File: src/rtl/mem_access_stage_pkg.sv
// Shared widths, flag encodings, FSM state codes and decode helpers for the
// memory-access stage and its data-alignment logic.
package mem_access_stage_pkg;

  localparam int XLEN           = 32;
  localparam int XREG_ADDRWIDTH = 5;

  localparam logic [XLEN-1:0] ZERO_32BIT = '0;

  localparam logic [4:0] NO_LOAD = 5'b00000;
  localparam logic [4:0] LOAD_B  = 5'b00001;
  localparam logic [4:0] LOAD_H  = 5'b00010;
  localparam logic [4:0] LOAD_W  = 5'b00100;
  localparam logic [4:0] LOAD_BU = 5'b01000;
  localparam logic [4:0] LOAD_HU = 5'b10000;

  localparam logic [2:0] NO_STORE = 3'b000;
  localparam logic [2:0] STORE_B  = 3'b001;
  localparam logic [2:0] STORE_H  = 3'b010;
  localparam logic [2:0] STORE_W  = 3'b100;

  localparam logic [1:0] ST_IDLE = 2'd0;
  localparam logic [1:0] ST_REQ  = 2'd1;
  localparam logic [1:0] ST_WAIT = 2'd2;

  typedef enum logic [1:0] {
    OP_ALU   = 2'd0,
    OP_LOAD  = 2'd1,
    OP_STORE = 2'd2
  } op_kind_e;

  // Instruction record held while a memory transaction is in flight.
  typedef struct packed {
    logic [XLEN-1:0]           addr;
    logic [XLEN-1:0]           sdata;
    logic [XREG_ADDRWIDTH-1:0] rd_addr;
    logic [4:0]                load_flag;
    logic [2:0]                store_flag;
    logic                      is_load;
  } mem_rec_t;

  // A nonzero load flag always wins; an unknown load code is a plain ALU op.
  function automatic op_kind_e decode_op(input logic [4:0] lf, input logic [2:0] sf);
    op_kind_e kind;
    kind = OP_ALU;
    if (lf != NO_LOAD) begin
      if (lf inside {LOAD_B, LOAD_H, LOAD_W, LOAD_BU, LOAD_HU}) begin
        kind = OP_LOAD;
      end
    end else if (sf inside {STORE_B, STORE_H, STORE_W}) begin
      kind = OP_STORE;
    end
    return kind;
  endfunction

  function automatic logic is_misaligned(input logic [4:0] lf, input logic [2:0] sf,
                                         input logic [1:0] addr_lo);
    op_kind_e kind;
    logic     half_acc;
    logic     word_acc;
    kind     = decode_op(lf, sf);
    half_acc = ((kind == OP_LOAD) && (lf inside {LOAD_H, LOAD_HU})) ||
               ((kind == OP_STORE) && (sf == STORE_H));
    word_acc = ((kind == OP_LOAD) && (lf == LOAD_W)) ||
               ((kind == OP_STORE) && (sf == STORE_W));
    return (half_acc && addr_lo[0]) || (word_acc && (addr_lo != 2'b00));
  endfunction

  function automatic logic [3:0] store_strobe(input logic [2:0] sf, input logic [1:0] addr_lo);
    logic [3:0] strb;
    case (sf)
      STORE_B: strb = 4'b0001 << addr_lo;
      STORE_H: strb = 4'b0011 << addr_lo;
      STORE_W: strb = 4'b1111;
      default: strb = 4'b0000;
    endcase
    return strb;
  endfunction

  function automatic logic [XLEN-1:0] store_wdata(input logic [2:0] sf, input logic [XLEN-1:0] d);
    logic [XLEN-1:0] wd;
    case (sf)
      STORE_B: wd = {4{d[7:0]}};
      STORE_H: wd = {2{d[15:0]}};
      STORE_W: wd = d;
      default: wd = ZERO_32BIT;
    endcase
    return wd;
  endfunction

endpackage

File: src/rtl/mem_access_stage_if.sv
// Data-memory bus between the memory-access stage (master) and the data
// memory (slave): req/gnt request phase followed by rvalid read data.
interface mem_access_stage_if;
  import mem_access_stage_pkg::*;

  logic            dmem_req_o;
  logic            dmem_we_o;
  logic [XLEN-1:0] dmem_addr_o;
  logic [3:0]      dmem_wstrb_o;
  logic [XLEN-1:0] dmem_wdata_o;
  logic            dmem_gnt_i;
  logic            dmem_rvalid_i;
  logic [XLEN-1:0] dmem_rdata_i;

  modport master (
    output dmem_req_o,
    output dmem_we_o,
    output dmem_addr_o,
    output dmem_wstrb_o,
    output dmem_wdata_o,
    input  dmem_gnt_i,
    input  dmem_rvalid_i,
    input  dmem_rdata_i
  );

  modport slave (
    input  dmem_req_o,
    input  dmem_we_o,
    input  dmem_addr_o,
    input  dmem_wstrb_o,
    input  dmem_wdata_o,
    output dmem_gnt_i,
    output dmem_rvalid_i,
    output dmem_rdata_i
  );

endinterface

File: src/rtl/load_data_align.sv
// Selects the addressed byte/half/word out of a read word and sign- or
// zero-extends it according to the load kind. Purely combinational.
module load_data_align
  import mem_access_stage_pkg::*;
(
  input  logic [XLEN-1:0] rdata_i,
  input  logic [1:0]      addr_lo_i,
  input  logic [4:0]      load_flag_i,
  output logic [XLEN-1:0] data_o
);

  logic [7:0]  byte_lane [4];
  logic [15:0] half_lane [2];
  logic [7:0]  byte_sel;
  logic [15:0] half_sel;

  for (genvar gi = 0; gi < 4; gi++) begin : g_byte_lane
    assign byte_lane[gi] = rdata_i[8*gi +: 8];
  end

  for (genvar gi = 0; gi < 2; gi++) begin : g_half_lane
    assign half_lane[gi] = rdata_i[16*gi +: 16];
  end

  assign byte_sel = byte_lane[addr_lo_i];
  assign half_sel = half_lane[addr_lo_i[1]];

  always_comb begin
    case (load_flag_i)
      LOAD_B:  data_o = {{(XLEN-8){byte_sel[7]}}, byte_sel};
      LOAD_BU: data_o = {{(XLEN-8){1'b0}}, byte_sel};
      LOAD_H:  data_o = {{(XLEN-16){half_sel[15]}}, half_sel};
      LOAD_HU: data_o = {{(XLEN-16){1'b0}}, half_sel};
      LOAD_W:  data_o = rdata_i;
      default: data_o = ZERO_32BIT;
    endcase
  end

endmodule

File: src/rtl/mem_access_stage.sv
// Memory-access pipeline stage: issues the data-memory transaction for an
// ALU-computed address, aligns load data and emits one writeback per instruction.
module mem_access_stage
  import mem_access_stage_pkg::*;
(
  input  logic                      clk,
  input  logic                      rst,

  input  logic                      in_valid,
  output logic                      in_ready,
  input  logic [XLEN-1:0]           alu_result_in,
  input  logic                      rd_en_in,
  input  logic [XREG_ADDRWIDTH-1:0] rd_addr_in,
  input  logic [4:0]                load_flag_in,
  input  logic [2:0]                store_flag_in,
  input  logic [XLEN-1:0]           store_data_in,

  mem_access_stage_if.master        dmem,

  output logic                      wb_valid_o,
  output logic                      wb_en_o,
  output logic [XREG_ADDRWIDTH-1:0] wb_addr_o,
  output logic [XLEN-1:0]           wb_data_o,
  output logic                      misalign_o,
  output logic [XLEN-1:0]           misalign_addr_o
);

  logic [1:0]                state_q, state_d;
  mem_rec_t                  rec_q, rec_d;
  logic                      wb_valid_q, wb_valid_d;
  logic                      wb_en_q, wb_en_d;
  logic [XREG_ADDRWIDTH-1:0] wb_addr_q, wb_addr_d;
  logic [XLEN-1:0]           wb_data_q, wb_data_d;
  logic                      misalign_q, misalign_d;
  logic [XLEN-1:0]           misalign_addr_q, misalign_addr_d;

  op_kind_e                  acc_kind;
  logic                      acc_misalign;
  logic                      accept;
  logic                      in_req;
  logic [XLEN-1:0]           load_data;

  assign in_ready     = (state_q == ST_IDLE);
  assign accept       = in_valid && in_ready;
  assign acc_kind     = decode_op(load_flag_in, store_flag_in);
  assign acc_misalign = is_misaligned(load_flag_in, store_flag_in, alu_result_in[1:0]);
  assign in_req       = (state_q == ST_REQ);

  load_data_align u_load_data_align (
    .rdata_i     (dmem.dmem_rdata_i),
    .addr_lo_i   (rec_q.addr[1:0]),
    .load_flag_i (rec_q.load_flag),
    .data_o      (load_data)
  );

  always_comb begin
    state_d         = state_q;
    rec_d           = rec_q;
    wb_valid_d      = 1'b0;
    wb_en_d         = 1'b0;
    wb_addr_d       = '0;
    wb_data_d       = ZERO_32BIT;
    misalign_d      = 1'b0;
    misalign_addr_d = misalign_addr_q;

    case (state_q)
      ST_IDLE: begin
        if (accept) begin
          rec_d.addr       = alu_result_in;
          rec_d.sdata      = store_data_in;
          rec_d.rd_addr    = rd_addr_in;
          rec_d.load_flag  = load_flag_in;
          rec_d.is_load    = (acc_kind == OP_LOAD);
          // Loads never drive strobes, even when a store code rides along.
          rec_d.store_flag = (acc_kind == OP_STORE) ? store_flag_in : NO_STORE;

          if (acc_kind == OP_ALU) begin
            wb_valid_d = 1'b1;
            wb_en_d    = rd_en_in && (rd_addr_in != '0);
            wb_addr_d  = rd_addr_in;
            wb_data_d  = alu_result_in;
          end else if (acc_misalign) begin
            wb_valid_d      = 1'b1;
            wb_addr_d       = rd_addr_in;
            misalign_d      = 1'b1;
            misalign_addr_d = alu_result_in;
          end else begin
            state_d = ST_REQ;
          end
        end
      end

      ST_REQ: begin
        if (dmem.dmem_gnt_i) begin
          if (rec_q.is_load) begin
            state_d = ST_WAIT;
          end else begin
            state_d    = ST_IDLE;
            wb_valid_d = 1'b1;
            wb_addr_d  = rec_q.rd_addr;
          end
        end
      end

      ST_WAIT: begin
        if (dmem.dmem_rvalid_i) begin
          state_d    = ST_IDLE;
          wb_valid_d = 1'b1;
          wb_en_d    = (rec_q.rd_addr != '0);
          wb_addr_d  = rec_q.rd_addr;
          wb_data_d  = load_data;
        end
      end

      default: begin
        state_d = ST_IDLE;
      end
    endcase
  end

  always_ff @(posedge clk) begin
    if (rst) begin
      state_q         <= ST_IDLE;
      rec_q           <= '0;
      wb_valid_q      <= 1'b0;
      wb_en_q         <= 1'b0;
      wb_addr_q       <= '0;
      wb_data_q       <= ZERO_32BIT;
      misalign_q      <= 1'b0;
      misalign_addr_q <= ZERO_32BIT;
    end else begin
      state_q         <= state_d;
      rec_q           <= rec_d;
      wb_valid_q      <= wb_valid_d;
      wb_en_q         <= wb_en_d;
      wb_addr_q       <= wb_addr_d;
      wb_data_q       <= wb_data_d;
      misalign_q      <= misalign_d;
      misalign_addr_q <= misalign_addr_d;
    end
  end

  // Bus fields come straight from the held record, so they stay stable until gnt.
  assign dmem.dmem_req_o   = in_req;
  assign dmem.dmem_we_o    = in_req && !rec_q.is_load;
  assign dmem.dmem_addr_o  = in_req ? {rec_q.addr[XLEN-1:2], 2'b00} : ZERO_32BIT;
  assign dmem.dmem_wstrb_o = in_req ? store_strobe(rec_q.store_flag, rec_q.addr[1:0]) : 4'b0000;
  assign dmem.dmem_wdata_o = in_req ? store_wdata(rec_q.store_flag, rec_q.sdata) : ZERO_32BIT;

  assign wb_valid_o      = wb_valid_q;
  assign wb_en_o         = wb_en_q;
  assign wb_addr_o       = wb_addr_q;
  assign wb_data_o       = wb_data_q;
  assign misalign_o      = misalign_q;
  assign misalign_addr_o = misalign_addr_q;

endmodule

File: src/flat_wrapper.sv
// flat-port wrapper written by rule: the top's interface ports become plain ports
module mem_access_stage_flat import mem_access_stage_pkg::*;
  (clk, rst, in_valid, in_ready, alu_result_in, rd_en_in, rd_addr_in, load_flag_in, store_flag_in, store_data_in, wb_valid_o, wb_en_o, wb_addr_o, wb_data_o, misalign_o, misalign_addr_o, dmem_dmem_req_o, dmem_dmem_we_o, dmem_dmem_addr_o, dmem_dmem_wstrb_o, dmem_dmem_wdata_o, dmem_dmem_gnt_i, dmem_dmem_rvalid_i, dmem_dmem_rdata_i);
  mem_access_stage_if dmem_i ();
  input  logic clk;
  input  logic rst;
  input  logic in_valid;
  output logic in_ready;
  input  logic [XLEN-1:0] alu_result_in;
  input  logic rd_en_in;
  input  logic [XREG_ADDRWIDTH-1:0] rd_addr_in;
  input  logic [4:0] load_flag_in;
  input  logic [2:0] store_flag_in;
  input  logic [XLEN-1:0] store_data_in;
  output logic wb_valid_o;
  output logic wb_en_o;
  output logic [XREG_ADDRWIDTH-1:0] wb_addr_o;
  output logic [XLEN-1:0] wb_data_o;
  output logic misalign_o;
  output logic [XLEN-1:0] misalign_addr_o;
  output wire logic [$bits(dmem_i.dmem_req_o)-1:0] dmem_dmem_req_o;
  output wire logic [$bits(dmem_i.dmem_we_o)-1:0] dmem_dmem_we_o;
  output wire logic [$bits(dmem_i.dmem_addr_o)-1:0] dmem_dmem_addr_o;
  output wire logic [$bits(dmem_i.dmem_wstrb_o)-1:0] dmem_dmem_wstrb_o;
  output wire logic [$bits(dmem_i.dmem_wdata_o)-1:0] dmem_dmem_wdata_o;
  input wire logic [$bits(dmem_i.dmem_gnt_i)-1:0] dmem_dmem_gnt_i;
  input wire logic [$bits(dmem_i.dmem_rvalid_i)-1:0] dmem_dmem_rvalid_i;
  input wire logic [$bits(dmem_i.dmem_rdata_i)-1:0] dmem_dmem_rdata_i;
  assign dmem_dmem_req_o = dmem_i.dmem_req_o;
  assign dmem_dmem_we_o = dmem_i.dmem_we_o;
  assign dmem_dmem_addr_o = dmem_i.dmem_addr_o;
  assign dmem_dmem_wstrb_o = dmem_i.dmem_wstrb_o;
  assign dmem_dmem_wdata_o = dmem_i.dmem_wdata_o;
  assign dmem_i.dmem_gnt_i = dmem_dmem_gnt_i;
  assign dmem_i.dmem_rvalid_i = dmem_dmem_rvalid_i;
  assign dmem_i.dmem_rdata_i = dmem_dmem_rdata_i;
  mem_access_stage u_core (.clk(clk), .rst(rst), .in_valid(in_valid), .in_ready(in_ready), .alu_result_in(alu_result_in), .rd_en_in(rd_en_in), .rd_addr_in(rd_addr_in), .load_flag_in(load_flag_in), .store_flag_in(store_flag_in), .store_data_in(store_data_in), .dmem(dmem_i), .wb_valid_o(wb_valid_o), .wb_en_o(wb_en_o), .wb_addr_o(wb_addr_o), .wb_data_o(wb_data_o), .misalign_o(misalign_o), .misalign_addr_o(misalign_addr_o));
endmodule
File: config.mk
export PLATFORM = sky130hd
export DESIGN_NAME = mem_access_stage_flat
export DESIGN_NICKNAME = d
export VERILOG_FILES = /design/src/rtl/mem_access_stage_pkg.sv /design/src/rtl/mem_access_stage_if.sv /design/src/rtl/load_data_align.sv /design/src/rtl/mem_access_stage.sv /design/src/flat_wrapper.sv
export SDC_FILE = /design/constraint.sdc
export NUM_CORES = 1
export LEC_CHECK = 0
export CAP_MARGIN = 25
export CORE_AREA = 2 2 162 164
export DETAILED_ROUTE_END_ITERATION = 16
export DIE_AREA = 0 0 164 166
export PLACE_DENSITY_LB_ADDON = 0.25
export SETUP_SLACK_MARGIN = 0.02
export SYNTH_ARGS = -nofsm -noshare
export SYNTH_HDL_FRONTEND = slang
export SYNTH_SLANG_ARGS = --single-unit
File: constraint.sdc
create_clock -name clk -period 2.4 [get_ports clk]
set_input_delay 0.24 -clock clk [delete_from_list [all_inputs] [get_ports clk]]
set_output_delay 0.24 -clock clk [all_outputs]
set_load 0.05 [all_outputs]
# Yosys cells after proc, flatten, opt, wreduce, memory -nomap -nowiden

Cells that the tools add are included.

Shift operators: 2
Bitwise gates (word level): 5
$lt $le $gt $ge: 2
Equal/unequal tests: 25
Reduce and logical (&&, ||, !) cells: 26
Multiplexer cells: 45

Operators with widths:

| kind                                                                   | number |
|---|---|
| 32-bit 2-to-1 mux                                                      | 5 |
| 32-bit one-hot mux with 5 select lines                                 | 1 |
| 32-bit one-hot mux with 3 select lines                                 | 1 |
| 32-bit one-hot mux with 2 select lines                                 | 1 |
| 16-bit 2-to-1 mux                                                      | 3 |
| 5-bit 2-to-1 mux                                                       | 6 |
| 5-bit nonzero test                                                     | 4 |
| 8-bit binary-select mux with 2-bit select                              | 1 |
| 2-bit 2-to-1 mux                                                       | 8 |
| 8-bit 2-to-1 mux                                                       | 2 |
| 5-bit one-hot mux with 3 select lines                                  | 1 |
| 4-bit one-hot mux with 3 select lines                                  | 1 |
| 5-bit by 1-bit equality test with 1-bit output (second input constant) | 2 |
| 5-bit by 2-bit equality test with 1-bit output (second input constant) | 2 |
| 5-bit by 3-bit equality test with 1-bit output (second input constant) | 2 |
| 5-bit by 4-bit equality test with 1-bit output (second input constant) | 2 |
| 5-bit equality test (second input constant)                            | 2 |
| 1-bit 2-to-1 mux                                                       | 10 |
| 2-bit inequality test (second input constant)                          | 5 |
| 1-bit logical AND                                                      | 9 |
| 3-bit by 1-bit equality test with 1-bit output (second input constant) | 2 |
| 3-bit by 2-bit equality test with 1-bit output (second input constant) | 2 |
| 3-bit equality test (second input constant)                            | 2 |
| 2-bit one-hot mux with 3 select lines                                  | 1 |
| other kinds (22)                                                       | 30 |

Logic and storage cells: 118
Output and inout port bits: 143
Register bits: 152
Bits of input ports: 115

# Longest topological paths before layout

Depth after elaboration: 13
Mapped depth: 8
Mapped depth without buffers: 5

# Hierarchy

Synthesis repeated with hierarchy kept, for this count alone.

Cell total of the unflattened synthesis: 851
Area, all modules: 6,999.2 um^2

By module, submodules not included:

| module           | seq. area each (um^2) | times used | cells each | area each (um^2) |
|---|---|---|---|---|
| mem_access_stage | 3,042.9               | 1          | 756        | 6,262.3 |
| load_data_align  | 0.0                   | 1          | 95         | 737.0 |

# Least setup slack after synthesis

OpenSTA, ideal clock, no wires.

Kind: register to register
Start: register u_core.state_q[0]
End: register u_core.wb_data_q[10] (netlist: u_core.wb_data_o[10])
Data arrival time: 2.402 ns
Path slack: -0.061 ns
Library setup time: 0.059 ns
Data required time: 2.341 ns
Path buffers: 2
Period minus slack after synthesis: 2.461 ns
Stages on the path, launching flop included: 7
Path through: dfxtp_1 -> clkbuf_1 -> nor2_1 -> nand2_1 -> nor4_2 -> buf_2 -> a22o_1

Longest elaborated chain between the ends: 4
Elaborated cells on any way between the ends: 5
Those cells by class: 1 x eq/ne; 2 x mux; 2 x reduce/logical

RTL lines:

| item                                       | RTL line                | source |
|---|---|---|
| start: declaration                         | mem_access_stage.sv:28  | `logic [1:0] state_q, state_d;` |
| start signal: assignment                   | mem_access_stage.sv:132 | `state_q <= state_d;` |
| 2-bit logical NOT (*)                      | mem_access_stage.sv:43  | `assign in_ready = (state_q == ST_IDLE);` |
| via in_ready                               | flat_wrapper.sv:8       | `output logic in_ready;` |
| 1-bit logical AND                          | mem_access_stage.sv:44  | `assign accept = in_valid && in_ready;` |
| 32-bit 2-to-1 mux                          | mem_access_stage.sv:68  | `if (accept) begin` |
| 32-bit one-hot mux with 2 select lines (*) | mem_access_stage.sv:66  | `case (state_q)` |
| end signal: assignment                     | mem_access_stage.sv:137 | `wb_data_q <= wb_data_d;` |
| end: declaration                           | mem_access_stage.sv:33  | `logic [XLEN-1:0] wb_data_q, wb_data_d;` |

Mark *: on every way through the listed nets, which the timed path passes. The rest lies on a longest branch.
A chain may end at the register's enable or synchronous reset.

# Worst setup path after layout

Start: register u_core.rec_q[1] in the netlist's numbering
End: output dmem_dmem_wdata_o[25]

Longest elaborated chain between the ends: 3
Elaborated cells on any way between the ends: 5
Those cells by class: 3 x eq/ne; 2 x mux

RTL lines:

| item                                              | RTL line                   | source |
|---|---|---|
| start: declaration                                | mem_access_stage.sv:29     | `mem_rec_t rec_q, rec_d;` |
| start signal: assignment                          | mem_access_stage.sv:133    | `rec_q <= rec_d;` |
| 3-bit equality test, or another cell as far along | mem_access_stage_pkg.sv:82 | `case (sf)` |
| 32-bit one-hot mux with 3 select lines (*)        | mem_access_stage_pkg.sv:82 |  |
| 32-bit 2-to-1 mux (*)                             | mem_access_stage.sv:148    | `assign dmem.dmem_wdata_o = in_req ? store_wdata(rec_q.store_flag, rec_q.sdata) : ZERO_32BIT;` |
| end: declaration                                  | flat_wrapper.sv:25         | `output wire logic [$bits(dmem_i.dmem_wdata_o)-1:0] dmem_dmem_wdata_o;` |

Every way passes the cells marked *; elsewhere a longest branch is shown, timed or not.

==> metrics.txt <==
outcome finished, final reports clean; min-delay worst type in -> reg; slew margin rel. 0.5642; vias per cell 4.849; Syn Inst Count 920; CP Class reg -> out; CP max-delay cell dfxtp_1; worst-path maximum fanout 10; Critical Path RT 2160 ps; FMAX 0.4446 GHz; largest net degree at the start of global routing 126; hold slack 117.5 ps; Port Buffers 255; CTS HTree Levels 4; crit path launch type register; RSZ-0062 raised after global routing false; # clock sinks 152; first-pass GRT wire length 40,810 µm; PwrDens 551.0 mW/mm²; asr flop ratio synth 0; Clock Skew 8.665 ps; final setup fails 0; Yosys cell types 56; site row count 59; slowest stage delay, CP 430 ps; core area 0.02562 mm²; Final Wtd Congestion 0.8515; CP Cell Sequence nor2b_1 -> buf_4 -> a22oi_1 -> nor2_1 -> a21oi_1 -> nor2_1 -> buf_12; area delta synth->final 57.80%; Post-route DRC 0; register area share after synthesis 0.4049; Skew-Pair Late Insertion Delay 420 ps; Initial Util 0.2934; DRT Pass-1 Iters 5; sequential share of power 0.414; final hold violation count 0; Leakage 4.319 nW; Root Buffer clkbuf_16; Clock power frac 0.413; setup TNS 0 ps; die outline area 0.02722 mm²; number of synthesized flops with an enable pin 0; DR vias 7,327; Die W 164 µm; antenna violations before repair 1; GR Util All Layers 0.1940; Placement Cell Area 0.01124 mm²; Hold Path Cell Cnt 2; net switching power 1.804 mW; Worst-Margin Slew 651.2 ps; Overflow after GRT 0; Critical Path AT 2010 ps; number of global-route vias before repair 7,134; area of the multi-input gates 0.004066 mm²; min cycle time layout 2249 ps; CP endpoint kind primary output; # nets final 1,278; synth warn 0; largest buffer count on any clock path 2; Synth Register Bits 152; Reg clk slew, reported paths 70 ps; Inserted Clock Buffers 17; delay-heaviest family, CP simple AND/OR/NAND/NOR gates; switching share of total power 0.2760; Wirelength per Cell 17.87 µm; Design Area, Final 0.01186 mm²; fill cell count 2,492; Routed WL 27,000 µm; Crit. path cell count 7; layout cells sized above 1 0.1464; Worst Path Buf+Inv 2; Mapped Area 0.007516 mm²; combinational group share of total power 0.173; worst slack, placed 78.83 ps; most used cell, CP nor2_1; Sequential Area 0.003043 mm²; maximum vdd drop 341.0 µV; IO Count 258; DRT iter0 DRCs 454; total power 6.535 mW; Pint 4.732 mW; top_reg_cell synth dfxtp_1; CTS tree yes; synthesized area per cell 8.170 µm²; max-cap violations 0; crit share post-route 0.9372; hold buffers post-CTS 0; reg2reg path depth 5; Die Ht 166 µm; final slew viol count 0; Routed Antenna Nets 0; dpl hpwl 19,840 µm; setup ws final 150.6 ps
-- stage by stage --
stage,utilization,instances
2_1_floorplan,-,921
3_3_place_gp,0.4385,1478
3_5_place_dp,0.4389,1479
4_1_cts,0.4618,1510
5_1_grt,0.4629,1510
6_report,0.4630,1511
-- registers in the layout (all words and copies together), names as in the netlist --
register and count:
u_core.misalign_o 1, u_core.misalign_addr_o 32, u_core.wb_addr_o 5, u_core.wb_data_o 32, u_core.wb_en_o 1, u_core.state_q 2, u_core.rec_q 78, u_core.wb_valid_o 1
-- final cells by class --
class	instances	share of cell area
diodes	1	0.0002110
clock buffers	21	0.03882
clock inverters	10	0.01013
inverters	21	0.006646
multi-input cells	668	0.3429
flip-flops and latches	152	0.2566
well taps	335	0.03534
repair buffers	303	0.3094
-- layout by cell type, fill, tap and decap left out, drive strengths merged, types with 16 or more instances in the layout --
master | synthesis | routed
nand2 | 155 | 155
clkdlybuf4s50 | 0 | 186
clkbuf | 47 | 21
nand2b | 68 | 68
mux2i | 39 | 39
nor3 | 35 | 35
buf | 33 | 117
a21oi | 103 | 103
a211oi | 16 | 16
o21a | 18 | 18
a221o | 23 | 23
a22oi | 18 | 18
and2 | 40 | 40
a22o | 21 | 21
nor2 | 57 | 57
inv | 21 | 23
dfxtp | 152 | 152
-- power by group through the flow --
stage               clock (mW)  sequential [mW]  combinational, mW
detailed placement           0             2.76               1.13
finish                    2.70             2.71               1.13
floorplan                    0             2.85              0.519
CTS                       2.77             2.71               1.13
global route              2.89             2.72               1.22
global placement             0             2.76               1.12
-- synth_stat cells (4+ instances only) --
master    count  area share
a22oi_1      17       0.017
nor3b_1       6      0.0060
nand2_1     155       0.077
o21ai_0       5      0.0033
inv_1        21       0.010
a21oi_1     102       0.068
buf_6         4      0.0060
nand2b_1     68       0.057
nor3_1       35       0.023
a221o_1      23       0.031
nand3_1       5      0.0033
dfxtp_1     152        0.40
buf_2        19       0.013
o21a_1       18       0.018
nor2b_1       6      0.0050
nor2_1       57       0.028
and2_1       40       0.033
a211oi_1     15       0.015
buf_4         7      0.0070
clkbuf_1     46       0.023
nor4b_1       7      0.0082
mux2i_1      39       0.052
xor2_1        4      0.0047
a22o_1       21       0.024
-- worst paths after layout --
path / slack, ps / startpoint / to
min: 120 / rst / u_core.rec_q[47]
max: 150 / u_core.rec_q[1] / dmem_dmem_wdata_o[25]
max reg2reg: 310 / u_core.rec_q[6] / u_core.wb_data_o[6]
min reg2reg: 450 / u_core.rec_q[54] / u_core.rec_q[54]
-- per-layer routing --
metal | up-vias | GRT usage | part of all wire | routed length, µm
li1 | 3652 | - | - | -
met1 | 3400 | 0.2425 | 0.43 | 11560
met2 | 258 | 0.3122 | 0.46 | 12470
met3 | 17 | 0.07917 | 0.098 | 2636
met4 | 0 | 0.04386 | 0.012 | 331
met5 | - | 0 | 0 | 0
-- cell families (layout without fill, tap and decap cells) --
logic type / count (synthesis) / count (layout) / share of synthesized area
xor+xnor: 6 / 6 / 0.006992
mux: 41 / 41 / 0.05643
buf+inv: 101 / 355 / 0.06126
compound gates: 221 / 221 / 0.2059
flops: 152 / 152 / 0.4049
simple gates: 398 / 398 / 0.2640
other cells: 1 / 3 / 0.0004989
-- what timing repair did --
| action | 4_1_cts | 5_1_grt |
|---|---|---|
| resized for setup | 2 | 7 |
| buffers inserted | 0 | 0 |
| endpoints found under the setup margin | 16 | 8 |
| cloned | 0 | 0 |
| hold endpoints to repair | 0 | 0 |
Power figures use the tool's default switching activity.
